File: src/rtl/adc_fifo_writer_pkg.sv
// Shared constants and types for the ADC-side FIFO byte packer.
// Error bit positions, packer phase encoding and staging ring depth.
package adc_fifo_writer_pkg;

  localparam int ERR_OVERRUN = 0;
  localparam int ERR_FULL    = 1;
  localparam int ERR_ODD     = 2;

  localparam int RING_DEPTH  = 4;

  typedef enum logic {
    PH_A = 1'b0,
    PH_B = 1'b1
  } phase_t;

  function automatic logic [7:0] lowres_byte(input logic [11:0] sample, input logic use_lsb);
    return use_lsb ? sample[7:0] : sample[11:4];
  endfunction

endpackage

File: src/rtl/adc_byte_ring.sv
// Four-entry byte staging ring: push one or two bytes, pop one per cycle.
// The caller guarantees room before pushing and a non-empty ring before popping.
module adc_byte_ring
  import adc_fifo_writer_pkg::*;
(
  input  logic       clk_adc,
  input  logic       reset_n,
  input  logic       push,
  input  logic       push_two,
  input  logic [7:0] push_byte0,
  input  logic [7:0] push_byte1,
  input  logic       pop,
  output logic [7:0] head,
  output logic [2:0] free_count,
  output logic       empty
);

  logic [7:0] mem [RING_DEPTH];
  logic [1:0] wr_ptr;
  logic [1:0] rd_ptr;
  logic [2:0] count;
  logic [2:0] push_n;
  logic [2:0] pop_n;

  always_comb begin
    push_n = 3'd0;
    if (push) push_n = push_two ? 3'd2 : 3'd1;
    pop_n = {2'b00, pop};
  end

  always_ff @(posedge clk_adc or negedge reset_n) begin
    if (!reset_n) begin
      for (int i = 0; i < RING_DEPTH; i++) mem[i] <= 8'h00;
      wr_ptr <= 2'd0;
      rd_ptr <= 2'd0;
      count  <= 3'd0;
    end else begin
      if (push) begin
        mem[wr_ptr] <= push_byte0;
        if (push_two) mem[wr_ptr + 2'd1] <= push_byte1;
        wr_ptr <= wr_ptr + push_n[1:0];
      end
      if (pop) rd_ptr <= rd_ptr + 2'd1;
      count <= count + push_n - pop_n;
    end
  end

  assign head       = mem[rd_ptr];
  assign free_count = 3'(RING_DEPTH) - count;
  assign empty      = (count == 3'd0);

endmodule

File: src/rtl/adc_fifo_writer.sv
// Packs ADC samples into the byte FIFO (12-bit 2-into-3 or one byte per sample).
// Define ADC_FIFO_WRITER_STATS_EN to build the saturating bytes_written counter.
module adc_fifo_writer
  import adc_fifo_writer_pkg::*;
#(
  parameter int pADC_BITS  = 12,
  parameter int pSEG_WIDTH = 17
) (
  input  logic                  clk_adc,
  input  logic                  reset_n,
  input  logic                  capture_go,
  input  logic [pADC_BITS-1:0]  adc_data,
  input  logic                  adc_valid,
  input  logic                  low_res,
  input  logic                  low_res_lsb,
  input  logic [pSEG_WIDTH-1:0] stream_segment_threshold,
  input  logic                  clear_fifo_errors,
  input  logic                  fifo_full,
  output logic                  fifo_wr_en,
  output logic [7:0]            fifo_wr_data,
  output logic [7:0]            fifo_error_stat,
  output logic                  segment_done,
  output logic [31:0]           bytes_written
);

  localparam logic [pSEG_WIDTH-1:0] SEG_ONE = pSEG_WIDTH'(1);

  logic                  active;
  logic                  lr_q;
  logic                  lsb_q;
  phase_t                phase;
  logic [3:0]            held_nibble;
  logic                  flush_pending;
  logic [pSEG_WIDTH-1:0] seg_cnt;
  logic [2:0]            err_q;

  logic       sample_seen;
  logic       room_ok;
  logic       accept;
  logic       drop;
  logic       stopping;
  logic       start;
  logic       flush_push;
  logic       ring_push;
  logic       ring_push_two;
  logic [7:0] ring_byte0;
  logic [7:0] ring_byte1;
  logic       ring_pop;
  logic [7:0] ring_head;
  logic [2:0] ring_free;
  logic       ring_empty;
  logic [2:0] new_err;

  adc_byte_ring u_ring (
    .clk_adc    (clk_adc),
    .reset_n    (reset_n),
    .push       (ring_push),
    .push_two   (ring_push_two),
    .push_byte0 (ring_byte0),
    .push_byte1 (ring_byte1),
    .pop        (ring_pop),
    .head       (ring_head),
    .free_count (ring_free),
    .empty      (ring_empty)
  );

  // In 12-bit mode every sample needs two free slots so the A/B pair never splits.
  always_comb begin
    sample_seen = active & capture_go & adc_valid;
    room_ok     = lr_q ? (ring_free >= 3'd1) : (ring_free >= 3'd2);
    accept      = sample_seen & room_ok;
    drop        = sample_seen & ~room_ok;
    stopping    = active & ~capture_go;
    start       = ~active & capture_go & ring_empty & ~flush_pending;
    flush_push  = flush_pending & (ring_free >= 3'd2);
    ring_pop    = ~ring_empty & ~fifo_full;

    ring_push     = 1'b0;
    ring_push_two = 1'b0;
    ring_byte0    = 8'h00;
    ring_byte1    = 8'h00;
    if (flush_push) begin
      ring_push     = 1'b1;
      ring_push_two = 1'b1;
      ring_byte0    = {held_nibble, 4'h0};
    end else if (accept) begin
      ring_push = 1'b1;
      if (lr_q) begin
        ring_byte0 = lowres_byte(adc_data[11:0], lsb_q);
      end else if (phase == PH_A) begin
        ring_byte0 = adc_data[11:4];
      end else begin
        ring_push_two = 1'b1;
        ring_byte0    = {held_nibble, adc_data[11:8]};
        ring_byte1    = adc_data[7:0];
      end
    end

    new_err              = 3'b000;
    new_err[ERR_OVERRUN] = drop;
    new_err[ERR_FULL]    = active & fifo_full;
    new_err[ERR_ODD]     = stopping & (phase == PH_B);
  end

  // Capture control: mode latch, A/B phase and the odd-sample flush request.
  always_ff @(posedge clk_adc or negedge reset_n) begin
    if (!reset_n) begin
      active        <= 1'b0;
      lr_q          <= 1'b0;
      lsb_q         <= 1'b0;
      phase         <= PH_A;
      held_nibble   <= 4'h0;
      flush_pending <= 1'b0;
    end else begin
      if (start) begin
        active <= 1'b1;
        lr_q   <= low_res;
        lsb_q  <= low_res_lsb;
        phase  <= PH_A;
      end else if (stopping) begin
        active <= 1'b0;
        phase  <= PH_A;
        if (phase == PH_B) flush_pending <= 1'b1;
      end else if (accept && !lr_q) begin
        if (phase == PH_A) begin
          held_nibble <= adc_data[3:0];
          phase       <= PH_B;
        end else begin
          phase <= PH_A;
        end
      end
      if (flush_push) flush_pending <= 1'b0;
    end
  end

  // Write strobe, segment tracking and sticky errors; set beats clear.
  always_ff @(posedge clk_adc or negedge reset_n) begin
    if (!reset_n) begin
      fifo_wr_en   <= 1'b0;
      fifo_wr_data <= 8'h00;
      segment_done <= 1'b0;
      seg_cnt      <= '0;
      err_q        <= 3'b000;
    end else begin
      fifo_wr_en   <= ring_pop;
      fifo_wr_data <= ring_pop ? ring_head : 8'h00;
      segment_done <= 1'b0;
      if (start) begin
        seg_cnt <= '0;
      end else if (ring_pop) begin
        if ((stream_segment_threshold != '0) &&
            ((seg_cnt + SEG_ONE) == stream_segment_threshold)) begin
          segment_done <= 1'b1;
          seg_cnt      <= '0;
        end else begin
          seg_cnt <= seg_cnt + SEG_ONE;
        end
      end
      err_q <= (clear_fifo_errors ? 3'b000 : err_q) | new_err;
    end
  end

  assign fifo_error_stat = {5'b00000, err_q};

`ifdef ADC_FIFO_WRITER_STATS_EN
  logic [31:0] byte_count;

  always_ff @(posedge clk_adc or negedge reset_n) begin
    if (!reset_n) begin
      byte_count <= 32'd0;
    end else if (start) begin
      byte_count <= 32'd0;
    end else if (ring_pop && (byte_count != 32'hFFFF_FFFF)) begin
      byte_count <= byte_count + 32'd1;
    end
  end

  assign bytes_written = byte_count;
`else
  assign bytes_written = 32'd0;
`endif

endmodule

File: config.mk
export PLATFORM = sky130hd
export DESIGN_NAME = adc_fifo_writer
export DESIGN_NICKNAME = d
export VERILOG_FILES = /design/src/rtl/adc_fifo_writer_pkg.sv /design/src/rtl/adc_byte_ring.sv /design/src/rtl/adc_fifo_writer.sv
export SDC_FILE = /design/constraint.sdc
export NUM_CORES = 1
export LEC_CHECK = 0
export BUFFER_PORTS_ARGS = -buffer_cell sky130_fd_sc_hd__buf_2
export CORE_MARGIN = 5
export CORE_UTILIZATION = 30
export DETAILED_ROUTE_END_ITERATION = 16
export GPL_TIMING_DRIVEN = 0
export HOLD_SLACK_MARGIN = 0.12
export PLACE_DENSITY = 0.49
export SYNTH_ARGS = -nofsm -noshare
export SYNTH_HDL_FRONTEND = slang
export SYNTH_SLANG_ARGS = --single-unit
File: constraint.sdc
create_clock -name clk_adc -period 4.23 [get_ports clk_adc]
set_input_delay 0.6345 -clock clk_adc [delete_from_list [all_inputs] [get_ports clk_adc]]
set_output_delay 0.6345 -clock clk_adc [all_outputs]
set_load 0.03 [all_outputs]
* Word level (Yosys, flattened, before mapping)
Cells that the tools add are included.
** Operators by class
- Multiplexer cells :: 46
- Reductions and logical operators :: 14
- Order comparisons :: 7
- Add/subtract/negate cells :: 7
- Bitwise logic cells :: 25
- Eq/ne operators :: 2
** Operator list (number)
- 8-bit 2-to-1 mux :: 14
- 32-bit bitwise mux :: 2
- 17-bit 2-to-1 mux :: 3
- 8-bit demux with 2-bit select :: 2
- 32-bit 2-to-1 mux :: 1
- 1-bit 2-to-1 mux :: 20
- 17-bit by 1-bit adder with 17-bit output (second input constant) :: 1
- 17-bit equality test :: 1
- 17-bit nonzero test :: 1
- 8-bit binary-select mux with 2-bit select :: 1
- 1-bit bitwise AND :: 12
- 3-bit greater-or-equal comparator (second input constant) :: 3
- 1-bit inverter :: 9
- 2-bit inverter with 3-bit output :: 3
- 2-bit nonzero test :: 4
- 3-bit by 1-bit less-than comparator with 1-bit output (second input constant) :: 2
- 3-bit 2-to-1 mux :: 2
- 2-bit by 1-bit adder with 2-bit output (second input constant) :: 2
- 1-bit logical AND :: 4
- 4-bit AND reduction :: 1
- 3-bit adder :: 1
- 3-bit by 1-bit greater-or-equal comparator with 1-bit output (second input constant) :: 1
- 3-bit by 2-bit greater-or-equal comparator with 1-bit output (second input constant) :: 1
- 3-bit logical NOT :: 1
- other kinds (9) :: 9
** Word-level totals
- Input bits :: 37
- Register bits after elaboration :: 78
- Word-level logic and storage cells :: 119

* Longest topological paths before layout
- Depth in word-level cells :: 10
- Depth in mapped cells :: 14

* By module
Synthesis repeated with hierarchy kept, for this count alone.
** Unflattened totals
- Cell total of the unflattened synthesis :: 530
- Area total of the unflattened synthesis :: 5216.3 µm²
** Modules (own cells, without submodules)
- adc_fifo_writer :: instances 1, area each 3106.7 µm², sequential area each 975.9 µm², cells an instance 346
- adc_byte_ring :: instances 1, area each 2109.5 µm², sequential area each 975.9 µm², cells an instance 184

* Least setup slack after synthesis
OpenSTA, ideal clock, no wires.
- Path type :: register to register
- Start :: register u_ring.count[0]
- End :: register u_ring.count[2]
- Data arrival time :: 2930 ps
- Path buffers :: 3
- Path slack :: 1220 ps
- Stages on the path, launching flop included :: 15
- Cells stage by stage :: dfrtp_1 > inv_1 > ha_1 > ha_1 > or2_2 > clkbuf_1 > inv_1 > clkbuf_1 > clkbuf_1 > ha_1 > inv_1 > ha_1 > fa_1 > xnor2_1 > xnor2_1
** Between the ends
- Elaborated cells on any way between the ends :: 17
- Those cells by class :: 3 x add/sub; 2 x order compare; 7 x mux; 4 x bitwise; 1 x reduce/logical
** RTL lines
- start: declaration :: RTL line adc_byte_ring.sv:21 : logic [2:0] count;
- start signal: assignment :: RTL line adc_byte_ring.sv:44 : count <= count + push_n - pop_n;
- 3-bit logical NOT :: RTL line adc_byte_ring.sv:50 : assign empty = (count == 3'd0);
- 1-bit inverter :: RTL line adc_fifo_writer.sv:76 : ring_pop = ~ring_empty & ~fifo_full;
- 1-bit bitwise AND :: RTL line adc_fifo_writer.sv:76
- via ring_pop :: RTL line adc_fifo_writer.sv:48 : logic ring_pop;
- 3-bit by 1-bit subtractor with 3-bit output :: RTL line adc_byte_ring.sv:44
The timed path passes the listed nets, and every way through them passes these cells.
A chain may end at the register's enable or synchronous reset.

* Worst setup path after layout
Same ends and word-level chain as after synthesis.

==> results.yml <==
floorplanning:
  io_pins: 87
  die_w_um: 139
  design.die.area_mm2: 0.0192
  core.rowCount: 47
  core_area_mm2: 0.0164
  start_util_pct: 30.2
  dieHeight_um: 139
logic_synthesis:
  netlist_top_cells_count: "dfrtp_1 (78), nand2_1 (51), buf_4 (42)"
  ys_seq_elements: 78
  syn_area_per_cell_um2: 9.73
  syn-cell-area_mm2: 0.00496
  synth_top_area_share_pct: 39.4
  yosysMostFrequentCell: "dfrtp_1"
  synthArstFlopShare_pct: 100
  synth_area_leader_cell: "dfrtp_1"
  ys_warn_count: 0
  netlist_instances: 510
  yosysUniqueCellTypes: 63
  synthTopCellsByArea: "dfrtp_1 (39%), buf_4 (6.4%), xnor2_1 (4.2%), nand2_1 (3.9%), mux4_2 (3.6%)"
  synth_edf_count: 0
  synth_top_flop_cell: "dfrtp_1"
  ys_seq_area_share_pct: 39.4
routing:
  viasPerCell: 4.85
  routed_wl_mm: 14.0
  drtPass1Iterations: 6
  ant_nets: 0
  drc: 0
  drt_iter0_drc: 219
  wire_per_inst_um: 16.8
  vias: 4039
sta:
  finClkSkew_ns: 0.00859
  post-route-min-period_ns: 3.78
  timing.final.hold_violations: 0
  fmax_mhz: 265
  slew_viol_final: 0
  min_period_over_period_pct: 89.3
  tightest_slew_ns: 0.998
  slew_headroom_pct: 33.5
  setup_viol: 0
  setup_ws_ns: 0.452
  setup-tns-final_ns: 0
  hold_ws_ns: 0.245
  rsz0062_at_grt: "false"
clocking:
  ctsHoldBuffers: 0
  cts.path.max_buffers: 2
  clk_pin_slew_ns: 0.06
  clk_latency_ns: 0.35
  cts.sinks: 78
  postCtsResizedCells: 0
  htreeDepth: 3
  cts_tree: "built"
  cts_made_buffers: 9
  clockRootBuffer: "clkbuf_16"
  post-cts-setup-buffers: 0
setup_path:
  rr_endpoint: "u_ring.count[2]"
  crit_chain: "inv_1 > ha_1 > ha_1 > or2_2 > clkbuf_1 > inv_1 > clkbuf_1 > clkbuf_1 > ha_1 > inv_1 > ha_1 > fa_1 > xnor2_1 > xnor2_1"
  endpoint_kind: "register"
  critPathBufInv: 6
  crit_type: "register to register"
  r2r_cells: 14
  start_kind: "register"
  slowest_stage: "clkbuf_1"
  slowest_delay_ns: 0.50
  reg2reg_from: "u_ring.count[0]"
  crit_fanout: 11
  crit_family: "buffers and inverters"
  crit_top_cell: "ha_1"
  arrival_ns: 4.04
  rrSetupSlack_ns: 0.45
  worst-endpoint-required_ns: 4.50
global_route:
  overflow: 0
  grt_max_degree: 46
  grt_pass1_wl_mm: 22.9
  grt_pass1_vias: 4248
  grtUsageTotal_pct: 14.9
  antenna_found_initial: 0
final_layout:
  nNetsFinal: 654
  fillers: 1667
  syn_to_final_growth_pct: 20.2
  final_cells: 832
  drive_gt1_share_pct: 23.2
  antennaDiodeCount: 0
place:
  placed_cells: 816
  hpwl_mm: 10.4
  post-place-ws_ns: 0.378
  portBuffers: 49
  gp_congestion: 0.944
pwr:
  irDropWorstVdd_uv: 206
  finalPower_uw: 3280
  power.density_mw_per_mm2: 551
  leakage_uw: 0.00273
run_status:
  status: "complete, no violations"
worst_hold_path:
  hold_path_class: "primary input to asynchronous set/reset pin"
job:
  cap_violations: 0
layer usage:
metal | up-vias | global-route usage (%) | part of all wire (%)
li1 | 1943 | - | -
met1 | 1962 | 18.9 | 44
met2 | 107 | 24.4 | 49
met3 | 27 | 3.17 | 4.4
met4 | 0 | 6.45 | 2.9
met5 | - | 0 | 0
flip-flops by register name, summed over array words and instances (netlist names):
| name | flops |
|---|---|
| active | 1 |
| u_ring.rd_ptr | 2 |
| u_ring.count | 3 |
| err_q | 3 |
| phase | 1 |
| segment_done | 1 |
| seg_cnt | 17 |
| u_ring.mem | 32 |
| flush_pending | 1 |
| fifo_wr_data | 8 |
| held_nibble | 4 |
| lr_q | 1 |
| u_ring.wr_ptr | 2 |
| lsb_q | 1 |
| fifo_wr_en | 1 |
layout by cell type, fill, tap and decap left out, types with 5 or more instances in the layout:
cell	n
a21oi_1	14
nand3_1	6
buf_4	43
conb_1	37
buf_2	52
a211oi_1	8
mux2i_1	11
o31ai_1	7
inv_1	15
xnor2_1	24
xor2_1	17
clkbuf_16	9
nor2_2	6
nor3_1	9
nor2_1	32
nand4_1	5
nor2b_1	17
nand2b_1	6
o21ai_0	19
a22oi_1	11
ha_1	9
clkbuf_1	15
o22a_1	5
a32oi_1	14
nand2_1	51
nor4_1	7
and2_1	10
dfrtp_1	78
mux4_2	8
area by class of cell:
| cell class | instances | area, um2 | share of cell area [%] |
|---|---|---|---|
| clock inverter | 6 | 86.3 | 1.45 |
| multi-input combinational | 389 | 2670 | 44.8 |
| buffer | 64 | 415 | 6.97 |
| tap | 220 | 275 | 4.62 |
| sequential | 78 | 1950 | 32.7 |
| inverter | 15 | 56.3 | 0.945 |
| timing repair buffer | 50 | 275 | 4.62 |
| clock buffer | 10 | 229 | 3.84 |
cells by family after synthesis:
logic type                 Yosys count  share of synthesized area [%]
and+or+nand+nor                    168                           18.0
AOI/OAI and AO/OA                  109                           16.1
buffers and inverters               79                           9.51
DFF                                 78                           39.4
xor gates and xnor gates            41                           7.24
muxes                               24                           7.06
adders and majority gates           10                           2.67
other                                1                         0.0756
power by group:
| group | internal, uW | leakage (uW) | switching (uW) |
|---|---|---|---|
| combinational | 546 | 0.00153 | 796 |
| sequential | 964 | 0.00105 | 148 |
| clock | 516 | 0.000152 | 314 |
| total | 2030 | 0.00273 | 1260 |
worst max-delay path by stage:
stage	depth (start not counted)	endpoint	start
after floorplan	14	u_ring.count[2]	u_ring.count[0]
after global placement	14	u_ring.count[2]	u_ring.count[0]
after detailed placement	14	u_ring.count[2]	u_ring.count[0]
after CTS	14	u_ring.count[2]	u_ring.count[0]
after global routing	14	u_ring.count[2]	u_ring.count[0]
final	14	u_ring.count[2]	u_ring.count[0]
metrics by stage:
step / utilization (%) / cell area [um2]
final: 36.3 / 5960
after global routing: 36.3 / 5960
after global placement: 34.2 / 5620
after floorplan: - / 5090
after CTS: 36.3 / 5960
after detailed placement: 34.4 / 5650
(Power assumes the default switching activity.)
